`src/rtl/mvau_inp_pingpong_buffer.sv`:
```
// rtl/mvau_inp_pingpong_buffer.sv - double-banked input vector buffer that replays each vector NF times
module mvau_inp_pingpong_buffer #(
  parameter int TI       = 8,
  parameter int SF       = 4,
  parameter int NF       = 3,
  parameter int BUF_ADDR = (SF > 1) ? $clog2(SF) : 1,
  parameter int NF_W     = (NF > 1) ? $clog2(NF) : 1
) (
  input  logic          clk,
  input  logic          rst_n,
  input  logic          in_v,
  input  logic [TI-1:0] in,
  output logic          in_rdy,
  output logic          out_v,
  output logic [TI-1:0] out,
  input  logic          out_rdy,
  output logic          out_last,
  output logic [1:0]    bank_full
);

  localparam logic [BUF_ADDR-1:0] ADDR_LAST = BUF_ADDR'(SF - 1);
  localparam logic [NF_W-1:0]     FOLD_LAST = NF_W'(NF - 1);

  // Two banks of SF words; contents are never reset, only the full flags qualify them
  logic [TI-1:0]       mem_q [2][SF];

  logic                rdy_en_q,    rdy_en_d;
  logic                wr_bank_q,   wr_bank_d;
  logic [BUF_ADDR-1:0] wr_addr_q,   wr_addr_d;
  logic                rd_bank_q,   rd_bank_d;
  logic [BUF_ADDR-1:0] rd_addr_q,   rd_addr_d;
  logic [NF_W-1:0]     fold_q,      fold_d;
  logic [1:0]          bank_full_q, bank_full_d;
  logic                out_v_q,     out_v_d;
  logic [TI-1:0]       out_q,       out_d;
  logic                out_last_q,  out_last_d;

  logic wr_fire;
  logic rd_load;
  logic rd_final;

  assign in_rdy    = rdy_en_q && !bank_full_q[wr_bank_q];
  assign out_v     = out_v_q;
  assign out       = out_q;
  assign out_last  = out_last_q;
  assign bank_full = bank_full_q;

  // Next-state for write pointer, replay pointer and the output register stage
  always_comb begin
    rdy_en_d    = 1'b1;
    wr_bank_d   = wr_bank_q;
    wr_addr_d   = wr_addr_q;
    rd_bank_d   = rd_bank_q;
    rd_addr_d   = rd_addr_q;
    fold_d      = fold_q;
    bank_full_d = bank_full_q;
    out_v_d     = out_v_q;
    out_d       = out_q;
    out_last_d  = out_last_q;

    wr_fire  = in_v && in_rdy;
    rd_load  = bank_full_q[rd_bank_q] && (!out_v_q || out_rdy);
    rd_final = (rd_addr_q == ADDR_LAST) && (fold_q == FOLD_LAST);

    // The writer only touches an empty bank and the reader only a full one,
    // so the set and clear below never target the same bank.
    if (wr_fire) begin
      if (wr_addr_q == ADDR_LAST) begin
        wr_addr_d              = '0;
        bank_full_d[wr_bank_q] = 1'b1;
        wr_bank_d              = ~wr_bank_q;
      end else begin
        wr_addr_d = wr_addr_q + BUF_ADDR'(1);
      end
    end

    if (rd_load) begin
      out_d      = mem_q[rd_bank_q][rd_addr_q];
      out_v_d    = 1'b1;
      out_last_d = rd_final;
      if (rd_addr_q == ADDR_LAST) begin
        rd_addr_d = '0;
        if (fold_q == FOLD_LAST) begin
          fold_d                 = '0;
          bank_full_d[rd_bank_q] = 1'b0;
          rd_bank_d              = ~rd_bank_q;
        end else begin
          fold_d = fold_q + NF_W'(1);
        end
      end else begin
        rd_addr_d = rd_addr_q + BUF_ADDR'(1);
      end
    end else if (out_v_q && out_rdy) begin
      out_v_d = 1'b0;
    end
  end

  // Bank storage write
  always_ff @(posedge clk) begin
    if (wr_fire) begin
      mem_q[wr_bank_q][wr_addr_q] <= in;
    end
  end

  // Control and output registers; reset discards any partial vector and pending replays
  always_ff @(posedge clk or negedge rst_n) begin
    if (!rst_n) begin
      rdy_en_q    <= 1'b0;
      wr_bank_q   <= 1'b0;
      wr_addr_q   <= '0;
      rd_bank_q   <= 1'b0;
      rd_addr_q   <= '0;
      fold_q      <= '0;
      bank_full_q <= 2'b00;
      out_v_q     <= 1'b0;
      out_q       <= '0;
      out_last_q  <= 1'b0;
    end else begin
      rdy_en_q    <= rdy_en_d;
      wr_bank_q   <= wr_bank_d;
      wr_addr_q   <= wr_addr_d;
      rd_bank_q   <= rd_bank_d;
      rd_addr_q   <= rd_addr_d;
      fold_q      <= fold_d;
      bank_full_q <= bank_full_d;
      out_v_q     <= out_v_d;
      out_q       <= out_d;
      out_last_q  <= out_last_d;
    end
  end

endmodule

```
`config.mk`:
```
export PLATFORM = sky130hd
export DESIGN_NAME = mvau_inp_pingpong_buffer
export DESIGN_NICKNAME = d
export VERILOG_FILES = /design/src/rtl/mvau_inp_pingpong_buffer.sv
export SDC_FILE = /design/constraint.sdc
export NUM_CORES = 1
export LEC_CHECK = 0
export BUFFER_PORTS_ARGS = -buffer_cell sky130_fd_sc_hd__buf_4
export CAP_MARGIN = 20
export CORE_MARGIN = 10
export CORE_UTILIZATION = 64
export DETAILED_ROUTE_END_ITERATION = 16
export PLACE_DENSITY = 0.82
export SETUP_SLACK_MARGIN = 0.1
export SLEW_MARGIN = 10
export SYNTH_ARGS = -nofsm -noshare
export SYNTH_HDL_FRONTEND = slang
export SYNTH_SLANG_ARGS = --single-unit
```
`constraint.sdc`:
```
create_clock -name clk -period 3.8 [get_ports clk]
set_clock_uncertainty 0.1 [all_clocks]
set_input_delay 0.38 -clock clk [delete_from_list [all_inputs] [get_ports clk]]
set_output_delay 0.38 -clock clk [all_outputs]
set_load 0.01 [all_outputs]
```
==> flow_summary.ini, run 1 <==
[setup_path]
r2r_slack_ns = 1.73
startpoint_type = flop
worst-setup-path-type = flop to flop
cp_data_required_time_ns = 3.93
arrival_ns = 2.20
critical_path.endpoint_type = flop
r2r.worst_path.cells = 3
worstReg2RegEnd = rd_addr_q[1]$_DFFE_PN0P_
crit_path_max_fanout = 12
r2r_start = out_v$_DFFE_PN0P_

[clock_tree]
clock-sinks = 85
clk_root_buffer_cell = sky130_fd_sc_hd__clkbuf_8
clock_latency_at_the_later_pin_of_the_worst_skew_pair_ns = 0.34
tritoncts.num_buffers = 9
clk_pin_slew_worst_paths_ns = 0.09
tritoncts = yes
h-tree-depth = 3
cts_max_path_buffers = 2
total_setup_buffers_inserted_after_cts = 0

[timing]
worstMarginPinSlew_ns = 0.797
clock.fmax_mhz = 484
slew_violations = 0
min_period_over_period_pct = 54.4
period_needed_ns = 2.07
postLayoutSetupSlackWorst_ns = 1.73
maxSlewHeadroom_pct = 46.8
timing_hold_violations_final = 0
fin_tns_setup_ns = 0
finalSetupViolations = 0
unrepaired_setup_endpoints_after_global_routing = no

[die]
floorplan.io_pins = 25
start_util_pct = 67.0
chipWidth_um = 93.8
rows = 26
std_cell_core_area_mm2 = 0.00520
die_area_mm2 = 0.00880
dieHeight_um = 93.8

[logic_synthesis]
synthTopCellsByArea = sky130_fd_sc_hd__edfxtp_1, sky130_fd_sc_hd__dfrtp_1, sky130_fd_sc_hd__mux2_2, sky130_fd_sc_hd__mux2i_1, sky130_fd_sc_hd__a22o_1
netlist.area_leader.share_pct = 55.1
post_synthesis_register_bit_count = 85
yosys_warnings = 0
netlist-cell-type-count = 35
yosysSeqAreaShare_pct = 70.2
postSynthCellCount = 211
synth_area_per_cell_um2 = 16.5
synthesis.area_mm2 = 0.00349
post_synthesis_net_count = 228
synth_area_leader_cell = sky130_fd_sc_hd__edfxtp_1

[power]
power.density_mw_per_mm2 = 724
total_power_consumption_w = 0.00290
clockPowerShare_pct = 30.6
switching_share_pct = 28.8
irDropWorstVdd_mv = 0.367
leakage_nw = 1.58
part_of_the_total_power_dissipated_in_sequential_elements_pct = 42.4
pwr-share-comb_pct = 27.0
intPower_w = 0.00206
power.switching_w = 0.000835

[final_layout]
syn2layout_area_growth_pct = 14.8
final_cell_mix = sky130_fd_sc_hd__edfxtp_1, sky130_fd_sc_hd__buf_4, sky130_fd_sc_hd__mux2_2, sky130_fd_sc_hd__dfrtp_1, sky130_fd_sc_hd__mux2i_1
postLayoutCellArea_mm2 = 0.00400
layout.cells.non_filler = 314
antennaDiodeCount = 0
final_nets = 256
final_common_cell = sky130_fd_sc_hd__edfxtp_1
final_layout_size_suffix_gt1_share_pct = 26.6

[placed_design]
place.port_buffers = 24
dpl_worst_slack_ns = 1.69
postPlaceCellArea_mm2 = 0.00371
dp_hpwl_um = 4380
placed_cells_incl_taps = 297
gpl_congestion = 0.776

[global_route]
m2_gr_usage_pct = 24.4
largest_net_degree_at_the_start_of_global_routing = 35
grt_antenna_before_repair = 0
grt_usage_pct = 15.8
grt_pass1_vias = 1913
grt_pass1_wl_um = 10400
groute.layer.met1.usage_pct = 20.2
grt.overflow.total = 0
met3_usage_pct = 4.88
global_route.peak_usage_layer = met2

[routing]
drt_iter0_markers = 150
antenna_violation_net_count_after_detailed_routing = 0
detail_route.vias_per_cell = 5.91
drc = 0
detailroute.via_count = 1856
routed_wl_um = 6610
wire_per_inst_um = 21.0
detailedRoute.firstPassIterationCount = 4

[min_path]
worst_hold_path_cells = 1
min-delay-path-class = primary input to flop
hp-start = in[3]
hold_path_end = mem_q[0][11]$_DFFE_PP_

[outcome]
outcome = finished, final reports clean

[flow_run]
timing.max_cap.violations = 0
-- Yosys cell counts (all sizes together) --
cell    instances
a21o            2
a21oi           2
a22o            8
a41oi           2
and2            9
and3            1
buf             7
clkbuf          2
conb            1
dfrtp          21
edfxtp         64
ha              5
inv             4
mux2           22
mux2i          18
nand2           1
nand2b          3
nand3           1
nand4           1
nor2            5
nor2b           3
nor3b           1
nor4b           1
nor4bb          1
o21ai           8
o22ai           8
o31ai           8
or2             1
xnor2           1
-- worst max path at each step --
stage                                     start                        to  slack, ns  cells after the start
after floorplan           rd_bank_q$_DFFE_PN0P_     fold_q[0]$_DFFE_PN0P_       2.20                      5
after global placement                  out_rdy  rd_addr_q[1]$_DFFE_PN0P_       1.74                      4
after detailed placement                out_rdy  rd_addr_q[1]$_DFFE_PN0P_       1.69                      4
after CTS                     out_v$_DFFE_PN0P_  rd_addr_q[1]$_DFFE_PN0P_       1.76                      3
after global routing          out_v$_DFFE_PN0P_  rd_addr_q[1]$_DFFE_PN0P_       1.63                      3
final                         out_v$_DFFE_PN0P_  rd_addr_q[1]$_DFFE_PN0P_       1.73                      3
-- state kept, by name (all words and copies together), names as in the netlist --
name       flops
wr_bank_q      1
mem_q         64
wr_addr_q      2
bank_full      2
out            8
out_v          1
out_last       1
rdy_en_q       1
fold_q         2
rd_addr_q      2
rd_bank_q      1
-- worst max-delay path, cell delays in order, from the launching register on --
cell,delay (ns)
sky130_fd_sc_hd__dfrtp_1,0.34
sky130_fd_sc_hd__nor2b_1,0.65
sky130_fd_sc_hd__or2_1,0.48
sky130_fd_sc_hd__mux2_2,0.39
-- kinds of logic after synthesis --
group                      after synthesis  synth area share (%)
DFF                                     85                  70.2
muxes                                   40                  12.7
AOI/OAI and AO/OA                       38                  7.54
and+or+nand+nor                         28                  5.35
buffers and inverters                   13                  2.04
adders and majority gates                5                  1.79
other                                    1                 0.108
xor gates and xnor gates                 1                 0.251
-- power groups by stage --
stage / logic, W / registers [W] / clock network (W)
2_1_floorplan: 0.000515 / 0.00126 / 0
3_3_place_gp: 0.000743 / 0.00124 / 0
3_5_place_dp: 0.000774 / 0.00125 / 0
4_1_cts: 0.000794 / 0.00123 / 0.000892
5_1_grt: 0.000853 / 0.00124 / 0.000935
6_report: 0.000783 / 0.00123 / 0.000885
-- per-stage QoR --
step / utilization, % / hold WS, ns
after CTS: 76.9 / 0.165
after detailed placement: 71.2 / 0.182
final: 76.9 / 0.176
after global placement: 71.2 / 0.177
after global routing: 76.9 / 0.158
after floorplan: - / -0.0156
-- timing repair --
item,in CTS,in global routing
hold endpoints to repair,21,0
gates resized for setup,0,0
setup endpoints to repair,0,0
hold buffers,1,0
-- routing by layer --
layer	share of wire [%]	vias to the layer above
met4	0.35	0
met3	6.4	2
met2	51	57
li1	-	869
met5	0	-
met1	42	928
-- layout make-up --
cell class / count / area [µm²]
inverters: 4 / 15.0
multi-input cells: 113 / 968
fillers: 313 / 1200
well taps: 70 / 87.6
repair buffers: 26 / 198
clock buffers: 10 / 128
clock inverters: 6 / 159
flip-flops and latches: 85 / 2450
Power figures use the tool's default switching activity.
==> run 2: changes to the inputs <==
ABC_AREA = 1   (was unset)
CORE_UTILIZATION = 60   (was 64)
PLACE_DENSITY = 0.77   (was 0.82)
clock period = 2.1 ns   (was 3.8 ns; I/O delays follow)
==> flow_summary.ini, run 2 <==
[logic_synthesis]
ys.flop_type = sky130_fd_sc_hd__edfxtp_1
post_synthesis_register_bit_count = 85
synth_top_family_by_area = simple AND/OR/NAND/NOR gates
synthTopCellsByArea = sky130_fd_sc_hd__edfxtp_1, sky130_fd_sc_hd__dfrtp_1, sky130_fd_sc_hd__nand2_1, sky130_fd_sc_hd__nand3_1, sky130_fd_sc_hd__inv_1
post_synthesis_net_count = 388
netlist-cell-type-count = 27
yosys_warnings = 0
synth-compound-area-share_pct = 1.28
async_flop_share_pct = 24.7
netlist.area_leader.share_pct = 50.5
postSynthCellCount = 371
synth_area_leader_cell = sky130_fd_sc_hd__edfxtp_1
arithmetic_cell_share_of_the_synthesized_area_counting_full_adders_half_adders_and_majority_gates_pct = 1.64
yosysSeqAreaShare_pct = 64.3
ys_top_cells_by_count = sky130_fd_sc_hd__nand2_1, sky130_fd_sc_hd__edfxtp_1, sky130_fd_sc_hd__inv_1
yosys.cell_count.top_type = sky130_fd_sc_hd__nand2_1
synth_mux_area_share_pct = 0
synth_xor_xnor_area_share_pct = 0.230
synthesis.area_mm2 = 0.00380
synth_area_per_cell_um2 = 10.3
post_synth_and_or_nand_nor_area_fraction_pct = 23.1
synth-edff-count = 64

[clock_tree]
h-tree-depth = 3
clock_latency_at_the_later_pin_of_the_worst_skew_pair_ns = 0.35
tritoncts = yes
clock-sinks = 85
clk_root_buffer_cell = sky130_fd_sc_hd__clkbuf_8
cts_max_path_buffers = 2
clk_pin_slew_worst_paths_ns = 0.08
tritoncts.num_buffers = 9

[timing]
timing_hold_violations_final = 0
period_needed_ns = 1.76
finalSetupViolations = 0
slew_violations = 0
min_period_over_period_pct = 84.0
fin_tns_setup_ns = 0
clock.fmax_mhz = 567
unrepaired_setup_endpoints_after_global_routing = no

[setup_path]
r2r_slack_ns = 0.34
cp_cell_sequence = nor2_4 -> nor2_8 -> nand3_1 -> nor2_1 -> buf_4
cp_top_family = flip-flops
arrival_ns = 1.72
cp_data_required_time_ns = 2.05
worst-setup-path-type = flop to flop
crit_path_max_fanout = 8
startpoint_type = flop
critical_path.endpoint_type = flop
timing.critical_path.slowest_stage_cell = sky130_fd_sc_hd__dfrtp_1
slowest_delay_ns = 0.62
path_buf_inv = 1

[power]
irDropWorstVdd_mv = 0.744
leakage_nw = 1.95
power.density_mw_per_mm2 = 1190

[die]
floorplan.io_pins = 25
std_cell_core_area_mm2 = 0.00603
start_util_pct = 63.1
dieHeight_um = 99.6
die_area_mm2 = 0.00993
chipWidth_um = 99.6
rows = 28

[flow_run]
timing.max_cap.violations = 0

[final_layout]
antennaDiodeCount = 0
flip_flop_count_of_the_largest_register_all_copies_and_words_added = 64
syn2layout_area_growth_pct = 11.6
filler_cell_count = 432
postLayoutCellArea_mm2 = 0.00425
final_layout_size_suffix_gt1_share_pct = 16.2
max_flop_register = mem_q
final_common_cell = sky130_fd_sc_hd__nand2_1
final_cell_mix = sky130_fd_sc_hd__nand2_1, sky130_fd_sc_hd__edfxtp_1, sky130_fd_sc_hd__inv_1, sky130_fd_sc_hd__nand3_1, sky130_fd_sc_hd__buf_4
final_nets = 420

[global_route]
largest_net_degree_at_the_start_of_global_routing = 34
grt_antenna_before_repair = 0
grt_usage_pct = 16.5
grt.overflow.total = 0
grt_pass1_wl_um = 12600
grt_pass1_vias = 2409

[placed_design]
dp_hpwl_um = 5500
postPlaceCellArea_mm2 = 0.00406
gpl_congestion = 0.941
place.port_buffers = 24

[routing]
antenna_violation_net_count_after_detailed_routing = 0
detailroute.via_count = 2576
detail_route.vias_per_cell = 5.33
wire_per_inst_um = 16.4
drc = 0
drt_iter0_markers = 240
routed_wl_um = 7940
detailedRoute.firstPassIterationCount = 5

[min_path]
min-delay-path-class = primary input to flop

[outcome]
outcome = finished, final reports clean
run 2: changes by cell type after synthesis, sizes merged, moves of 9 or more:
cell and delta:
nand2 +121, inv +61, nand3 +54, mux2 -22, mux2i -18, and2 -9
run 2: per-stage QoR:
stage / power [W] / setup WS, ns / instances / hold WS (ns) / util [%]
3_5_place_dp: 0.00399 / 0.379 / 466 / 0.0116 / 67.4
4_1_cts: 0.00507 / 0.357 / 483 / 0.0140 / 70.5
3_3_place_gp: 0.00396 / 0.402 / 466 / 0.00349 / 67.4
5_1_grt: 0.00539 / 0.270 / 483 / 0.00911 / 70.5
6_report: 0.00504 / 0.335 / 483 / 0.0266 / 70.5
2_1_floorplan: 0.00350 / 0.315 / 371 / -0.186 / -
run 2: per-layer routing:
metal | wire (µm) | up-vias | GRT usage [%]
li1 | - | 1236 | -
met3 | 570 | 13 | 4.64
met2 | 3800 | 92 | 26.0
met5 | 0 | - | 0
met1 | 3430 | 1235 | 20.9
met4 | 138 | 0 | 6.84
run 2: what timing repair did:
item / CTS / global route
hold buffers: 1 / 0
hold endpoints to repair: 21 / 0
setup buffers: 0 / 0
gates resized for setup: 0 / 0
run 2: worst paths after layout:
kind / start / endpoint / cells after the start
worst min register to register: out[2]$_DFFE_PN0P_ / out[2]$_DFFE_PN0P_ / 2
worst min-delay path: out_rdy / out_v$_DFFE_PN0P_ / 4
worst max register to register: wr_bank_q$_DFFE_PN0P_ / mem_q[0][4]$_DFFE_PP_ / 5
max in group asynchronous: rst_n / out[7]$_DFFE_PN0P_ / 2
min in group asynchronous: rst_n / out[5]$_DFFE_PN0P_ / 2
worst max-delay path: wr_bank_q$_DFFE_PN0P_ / mem_q[0][4]$_DFFE_PP_ / 5
run 2: worst register-to-register path: stages, from the launching register on:
cell and delay, ns:
sky130_fd_sc_hd__dfrtp_1 0.62, sky130_fd_sc_hd__nor2_4 0.10, sky130_fd_sc_hd__nor2_8 0.16, sky130_fd_sc_hd__nand3_1 0.17
sky130_fd_sc_hd__nor2_1 0.14, sky130_fd_sc_hd__buf_4 0.18
run 2: cell families (layout without fill, tap and decap cells):
kind of cell | count (synthesis) | after routing
other | 1 | 1
buffers and inverters | 81 | 118
and+or+nand+nor | 191 | 191
xor gates and xnor gates | 1 | 1
DFF | 85 | 85
adders and majority gates | 5 | 5
AOI/OAI and AO/OA | 7 | 7
run 2: power breakdown:
group,switching (W),internal (W)
Combinational,0.00111,0.000601
Sequential,0.000180,0.00207
Clock,0.000526,0.000551
Total,0.00182,0.00322
run 2: final cells by class:
| class | instances | area, µm² | share of cell area, % |
|---|---|---|---|
| Clock inverter | 2 | 35.0 | 0.825 |
| Multi-Input combinational cell | 205 | 1000 | 23.6 |
| Tap cell | 75 | 93.8 | 2.21 |
| Clock buffer | 14 | 143 | 3.36 |
| Timing Repair Buffer | 36 | 273 | 6.42 |
| Inverter | 66 | 253 | 5.95 |
| Sequential cell | 85 | 2450 | 57.6 |
